--- config.mk ---
export PLATFORM = sky130hd
export DESIGN_NAME = timer_interrupt_controller
export DESIGN_NICKNAME = d
export VERILOG_FILES = /design/src/rtl/timer_irq_pkg.sv /design/src/rtl/timer_irq_priority_encoder.sv /design/src/rtl/timer_interrupt_controller.sv
export SDC_FILE = /design/constraint.sdc
export NUM_CORES = 1
export LEC_CHECK = 0
export CORE_ASPECT_RATIO = 0.6
export CORE_MARGIN = 2
export CORE_UTILIZATION = 36
export CTS_CLUSTER_DIAMETER = 60
export CTS_CLUSTER_SIZE = 28
export DETAILED_ROUTE_END_ITERATION = 7
export GPL_TIMING_DRIVEN = 1
export PLACE_DENSITY = 0.68
export SLEW_MARGIN = 20
export SYNTH_ARGS = -nofsm -noshare
export SYNTH_HDL_FRONTEND = slang
export SYNTH_SLANG_ARGS = --single-unit
--- constraint.sdc ---
create_clock -name sysClock -period 2.05 [get_ports sysClock]
set_clock_uncertainty 0.05 [all_clocks]
set_input_delay 0.3075 -clock sysClock [delete_from_list [all_inputs] [get_ports sysClock]]
set_output_delay 0.3075 -clock sysClock [all_outputs]
set_load 0.1 [all_outputs]
--- src/rtl/timer_irq_pkg.sv ---
// Shared constants and types for the timer interrupt controller: flag/mask bit
// positions, FSM state encoding and vector address helper.
package timer_irq_pkg;

  localparam int unsigned TIMER_W = 8;
  localparam int unsigned IDX_W   = 3;
  localparam int unsigned CNT_W   = 2;

  // TIFR/TIMSK bit positions, highest priority first
  localparam int unsigned OCF2_BIT  = 7;
  localparam int unsigned TOV2_BIT  = 6;
  localparam int unsigned ICF1_BIT  = 5;
  localparam int unsigned OCF1A_BIT = 4;
  localparam int unsigned OCF1B_BIT = 3;
  localparam int unsigned TOV1_BIT  = 2;
  localparam int unsigned OCF0_BIT  = 1;
  localparam int unsigned TOV0_BIT  = 0;

  localparam logic [7:0] DEFAULT_VEC_BASE = 8'h08;

  typedef enum logic [1:0] {
    IDLE    = 2'd0,
    REQUEST = 2'd1,
    CLEAR   = 2'd2,
    HOLDOFF = 2'd3
  } tic_state_e;

  // Bit 7 maps to base, each lower bit adds 2 words: 2*(7-idx) == {~idx,0}
  function automatic logic [7:0] vector_of(input logic [7:0] base,
                                           input logic [IDX_W-1:0] idx);
    return base + 8'({~idx, 1'b0});
  endfunction

endpackage

--- src/rtl/timer_irq_priority_encoder.sv ---
// Fixed-priority 8->3 encoder: reports the highest set bit and whether any bit is set.
module timer_irq_priority_encoder
  import timer_irq_pkg::*;
(
  input  logic [TIMER_W-1:0] bits,
  output logic [IDX_W-1:0]   idx,
  output logic               valid
);

  always_comb begin
    idx   = '0;
    valid = |bits;
    if      (bits[OCF2_BIT])  idx = IDX_W'(OCF2_BIT);
    else if (bits[TOV2_BIT])  idx = IDX_W'(TOV2_BIT);
    else if (bits[ICF1_BIT])  idx = IDX_W'(ICF1_BIT);
    else if (bits[OCF1A_BIT]) idx = IDX_W'(OCF1A_BIT);
    else if (bits[OCF1B_BIT]) idx = IDX_W'(OCF1B_BIT);
    else if (bits[TOV1_BIT])  idx = IDX_W'(TOV1_BIT);
    else if (bits[OCF0_BIT])  idx = IDX_W'(OCF0_BIT);
    else if (bits[TOV0_BIT])  idx = IDX_W'(TOV0_BIT);
  end

endmodule

--- src/rtl/timer_interrupt_controller.sv ---
// Arbitrates pending timer interrupts, requests a vector from the core and
// pulses a hardware clear of the served flag when the core acknowledges.
module timer_interrupt_controller
  import timer_irq_pkg::*;
#(
  parameter logic [7:0]  VEC_BASE       = DEFAULT_VEC_BASE,
  parameter int unsigned HOLDOFF_CYCLES = 1
) (
  input  logic               sysClock,
  input  logic               system_reset,
  input  logic [TIMER_W-1:0] tifr_in,
  input  logic [TIMER_W-1:0] timsk_in,
  input  logic               global_en,
  input  logic               irq_ack,
  output logic               irq_req,
  output logic [7:0]         vector_addr,
  output logic [TIMER_W-1:0] flag_clear,
  output logic               pending
);

  tic_state_e         state_q, state_d;
  logic [IDX_W-1:0]   idx_q, idx_d;
  logic [CNT_W-1:0]   cnt_q, cnt_d;
  logic               irq_req_d;
  logic [7:0]         vector_d;
  logic [TIMER_W-1:0] flag_clear_d;

  logic [TIMER_W-1:0] active;
  logic [IDX_W-1:0]   enc_idx;
  logic               enc_valid;

  assign active  = tifr_in & timsk_in;
  assign pending = |active;

  timer_irq_priority_encoder u_prio (
    .bits  (active),
    .idx   (enc_idx),
    .valid (enc_valid)
  );

  always_ff @(posedge sysClock or negedge system_reset) begin
    if (!system_reset) begin
      state_q     <= IDLE;
      idx_q       <= '0;
      cnt_q       <= '0;
      irq_req     <= 1'b0;
      vector_addr <= 8'h00;
      flag_clear  <= '0;
    end else begin
      state_q     <= state_d;
      idx_q       <= idx_d;
      cnt_q       <= cnt_d;
      irq_req     <= irq_req_d;
      vector_addr <= vector_d;
      flag_clear  <= flag_clear_d;
    end
  end

  // Next state and next register values; clear pulse defaults to off every cycle
  always_comb begin
    state_d      = state_q;
    idx_d        = idx_q;
    cnt_d        = cnt_q;
    irq_req_d    = irq_req;
    vector_d     = vector_addr;
    flag_clear_d = '0;
    unique case (state_q)
      IDLE: begin
        irq_req_d = 1'b0;
        if (global_en && enc_valid) begin
          idx_d     = enc_idx;
          irq_req_d = 1'b1;
          vector_d  = vector_of(VEC_BASE, enc_idx);
          state_d   = REQUEST;
        end
      end
      REQUEST: begin
        // Ack wins over a simultaneous withdraw; no preemption while waiting
        if (irq_ack) begin
          irq_req_d    = 1'b0;
          flag_clear_d = TIMER_W'(1) << idx_q;
          state_d      = CLEAR;
        end else if (!global_en || !active[idx_q]) begin
          irq_req_d = 1'b0;
          state_d   = IDLE;
        end
      end
      CLEAR: begin
        irq_req_d = 1'b0;
        cnt_d     = CNT_W'(HOLDOFF_CYCLES - 1);
        state_d   = HOLDOFF;
      end
      HOLDOFF: begin
        irq_req_d = 1'b0;
        if (cnt_q == '0) begin
          state_d = IDLE;
        end else begin
          cnt_d = cnt_q - CNT_W'(1);
        end
      end
      default: begin
        irq_req_d = 1'b0;
        state_d   = IDLE;
      end
    endcase
  end

endmodule

Word level (Yosys, flattened, before mapping)
Cells that the tools add are included.

operators by class
  add/sub/neg operators = 2
  $lt $le $gt $ge = 1
  equal/unequal tests = 7
  shifts and indexed selects = 1
  muxes and demuxes = 22
  bitwise logic cells = 2
  reduce and logical (&&, ||, !) cells = 12

operators with widths
  cell                                                         number
  two-way mux 3 bit                                            6
  two-way mux 8 bit                                            2
  two-way mux 2 bit                                            5
  AND 8 bit                                                    1
  one-hot mux 2 bit (4 select lines)                           1
  OR reduction 8 bit                                           1
  left shift 1 x 3 -> 8 bit (first input constant)             1
  != test 2 bit (second input constant)                        3
  adder 4 x 4 -> 5 bit (first input constant)                  1
  two-way mux 1 bit                                            5
  == test 2 bit (second input constant)                        2
  logical NOT 2 bit                                            2
  less-than comparator 3 x 4 -> 1 bit (second input constant)  1
  one-hot mux 2 bit (2 select lines)                           1
  AND reduction 2 bit                                          2
  binary-select mux 1 bit (select 3 bit)                       1
  != test 3 bit (second input constant)                        1
  NOT 3 bit                                                    1
  one-hot mux 1 bit (3 select lines)                           1
  AND reduction 3 bit                                          1
  == test 2 x 1 -> 1 bit (second input constant)               1
  logical NOT 1 bit                                            2
  nonzero test 2 bit                                           1
  OR reduction 2 bit                                           1
  other kinds (3)                                              3

storage, ports and cells
  bits in registers = 24
  bits of input ports = 20
  output and inout port bits = 18
  word-level logic and storage cells = 53

Logic depth before layout (Yosys ltp)
Gate-level depths: netlist of run 1.

  word-level depth = 10
  mapped depth = 6
  depth with buffers taken out = 6

Cells and area by module
From an unflattened synthesis of run 1, not the netlist that was laid out.

unflattened totals
  cell total of the unflattened synthesis = 110
  area, all modules = 1007.2 µm²

modules (own cells, without submodules)
  module                      instances  cells an instance  area an instance (µm²)  seq. area each (µm²)
  timer_interrupt_controller  1          98                 949.7                   475.5
  timer_irq_priority_encoder  1          12                 57.6                    0.0

Worst setup path before layout of run 1
OpenSTA, ideal clock, no wires.

  path kind = input-to-output
  start = in tifr_in[4]
  end = out pending
  arrival = 1.626 ns
  required time = 1.692 ns
  slack = 0.067 ns
  stages = 3
  path buffers = 0
  cells stage by stage = a22o_1 > nor2_1 > nand4_1

on the way
  cells in the longest elaborated chain, start to end = 2

RTL lines
  element             line                              source
  start, declared     timer_interrupt_controller.sv:11  input logic [TIMER_W-1:0] tifr_in,
  AND 8 bit           timer_interrupt_controller.sv:32  assign active = tifr_in & timsk_in;
  OR reduction 8 bit  timer_interrupt_controller.sv:33  assign pending = |active;
  end, declared       timer_interrupt_controller.sv:18  output logic pending

Every way passes these cells.

Worst setup path in the final report of run 1
Ends and elaborated chain as after synthesis.

==> reports/results.txt, run 1 <==
Status: finished clean
Antenna violations before repair: 0
Seq/Total Area, Yosys: 47.8%
H-tree levels: 1
Clock root cell: clkbuf_8
Post-synth top area share: 47.8%
GRT Overall Usage: 14.1%
Max FO, Critical Path: 2
Dominant cells by area after synthesis: dfrtp_1, nand2_1, mux2_4
Starting density of the core: 38.9%
Fraction of synthesis flops using an asynchronous set or reset pin: 100%
Synth cell types: 29
Clk sink count: 19
Total number of vias: 812
Critical Path Max Stage Delay: 0.42 ns
Nets@finish: 162
Die height: 44.7 um
Clock Path Buffers: 2
Worst path arrival time: 1.63 ns
Overflow left after global routing: 0
Final period utilization: 96.8%
Crit start category: primary input
Routability cong.: 0.868
Req. time, crit path: 1.69 ns
Clock transition at the registers of the reported paths: 0.07 ns
N_diodes: 0
Layout fillers: 234
Post-Synthesis Cells: 97
Routed wire length: 2.04 mm
Netlist Area Pre-Place: 995 sq um
Dpl ws: -0.145 ns
Max-slew violation count: 0
Total power: 1.75 mW
Yosys reg bits: 19
FMAX: 504 MHz
R2R Path Start: idx_q[0]$_DFFE_PN0P_
Worst path cell trace: clkdlybuf4s50_1 > a22o_1 > buf_4 > nor2_2 > nand4_1 > buf_12
Post-synth EDFFs: 0
Hold violation total from the final report: 0
MaxCap Viol Count: 0
Share of layout cells above drive strength 1: 26.4%
HPWL after DPL: 1.71 mm
Power Density: 1230 nW/um^2
Clock latency on the worst-skew pair: 0.25 ns
Pleak: 0.681 nW
DIE AREA: 3210 sq um
Fin crit period: 1.98 ns
Vias in the first global route: 729
Avg Inst Size Synth: 10.3 sq um
Synth top cells by count: dfrtp_1, nand2_1, nor2_1, inv_1
Routed Antenna Nets: 0
Vias per inst: 4.72
Placed Cells: 168
Starting DRT DRC Count: 34
Ports: 38
Number of CTS-inserted buffers: 3
CP Class: in2out
Drt drc: 0
Synth Flop Type: dfrtp_1
Die X: 71.9 um
CTS tree: done
Final worst slack: 0.0658 ns
Yosys warns: 0
Leading area contributor after synthesis: dfrtp_1
P&R area growth vs syn: 43.5%
RSZ-0062 raised after global routing: no
Cts hold-fix bufs: 0
Port Buffer Count: 33
FP Rows: 14
Global-route wire length before repair: 3.34 mm
Hold Path Class: in2async
1st-pass router iterations: 4
CP Capture Type: primary output
Endpoints failing setup: 0
Cell with the most instances after synthesis: dfrtp_1
Core area: 2560 sq um
Peak VDD IR: 0.540 mV
Crit path launch: tifr_in[4]
Largest net degree at the start of global routing: 20
Non-filler cells, final: 172
Crit path max-delay cell type: clkdlybuf4s50_1
Wirelength per Cell: 11.9 um
-- area by class of cell --
type                            count  area, sq um  share of cell area [%]
Clock inverter                      1         5.00                   0.351
Clock buffer                        3         41.3                    2.89
Sequential cell                    19          475                    33.3
Timing Repair Buffer               44          390                    27.3
Multi-Input combinational cell     67          453                    31.7
Inverter                            6         22.5                    1.58
Tap cell                           32         40.0                    2.80
-- critical path, delay by kind of cell --
family | cells | cell delay [ns]
AND/OR/NAND/NOR | 2 | 0.28
buffers and inverters | 3 | 0.77
AO/OA/AOI/OAI | 1 | 0.26
-- layer usage --
| metal | vias to the layer above | routed length, um | global-route usage [%] |
|---|---|---|---|
| met3 | 2 | 208 | 4.46 |
| met2 | 39 | 858 | 21.7 |
| met5 | - | 0 | 0 |
| met1 | 357 | 954 | 19.5 |
| met4 | 0 | 18 | 4.53 |
| li1 | 414 | - | - |
-- power by group --
part	switching (mW)	internal [mW]
Sequential	0.118	0.471
Clock	0.120	0.135
Combinational	0.617	0.290
Total	0.854	0.896
-- logic make-up after synthesis --
group	after synthesis	share of synthesized area [%]
simple gates	37	17.5
flops	19	47.8
compound gates	17	13.0
buf+inv	14	8.05
mux	8	12.1
fa+ha+maj	1	1.26
other cells	1	0.377
-- per-stage QoR --
stage                     hold slack (ns)  TNS (ns)  instance area (sq um)  util [%]
after CTS                           0.339         0                   1430      55.7
after global placement              0.457    -0.587                   1380      53.9
final                               0.335         0                   1430      55.8
after floorplan                   -0.0381         0                   1010         -
after detailed placement            0.458    -0.886                   1380      53.9
after global routing                0.361         0                   1430      55.8
-- flip-flops by register name, indices dropped and copies added, names as in the netlist, named ones only --
name / count
idx_q: 2
state_q: 1
irq_req: 1
cnt_q: 2
flag_clear: 8
vector_addr: 4
-- what timing repair did --
item | CTS | global route
resized for setup | 0 | 1
setup buffers | 0 | 0
setup endpoints to repair | 0 | 1
endpoints found under the hold margin | 0 | 0
-- placed cells by master, fill, tap and decap left out, drive strengths merged --
cell / synthesis / layout
conb: 1 / 4
mux2: 3 / 3
nand3: 1 / 1
inv: 6 / 6
clkbuf: 1 / 3
nor2: 8 / 8
and4bb: 1 / 1
or3: 2 / 2
nand4: 1 / 1
buf: 7 / 25
a22o: 4 / 4
mux2i: 3 / 3
o21ai: 5 / 5
mux4: 2 / 2
nand2b: 5 / 5
a32oi: 2 / 2
and2: 1 / 1
o22a: 1 / 1
clkdlybuf4s50: 0 / 19
nor3: 2 / 2
a21oi: 1 / 1
ha: 1 / 1
clkinv: 0 / 1
o21bai: 1 / 1
o41ai: 1 / 1
dfrtp: 19 / 19
o211ai: 1 / 1
a31oi: 1 / 1
nand2: 16 / 16
-- worst paths after layout --
path,to,slack (ns),cells after the start
hold reg to reg,vector_addr[2]$_DFFE_PN0P_,0.47,2
max in group asynchronous,vector_addr[2]$_DFFE_PN0P_,1.42,2
min in group sysClock,vector_addr[2]$_DFFE_PN0P_,0.47,2
setup reg to reg,state_q[0]$_DFFE_PN0P_,0.45,3
setup / recovery,pending,0.07,6
hold / removal,flag_clear[0]$_DFF_PN0_,0.34,2
(Power assumes the default switching activity.)
==> run 2: changes to the inputs <==
--- a/config.mk
+++ b/config.mk
@@ -13,7 +13,6 @@
 export DETAILED_ROUTE_END_ITERATION = 7
 export GPL_TIMING_DRIVEN = 1
 export PLACE_DENSITY = 0.68
-export SLEW_MARGIN = 20
 export SYNTH_ARGS = -nofsm -noshare
 export SYNTH_HDL_FRONTEND = slang
 export SYNTH_SLANG_ARGS = --single-unit
==> results of run 2 <==
Final layout, timing and power as in run 1 (identical DEF).
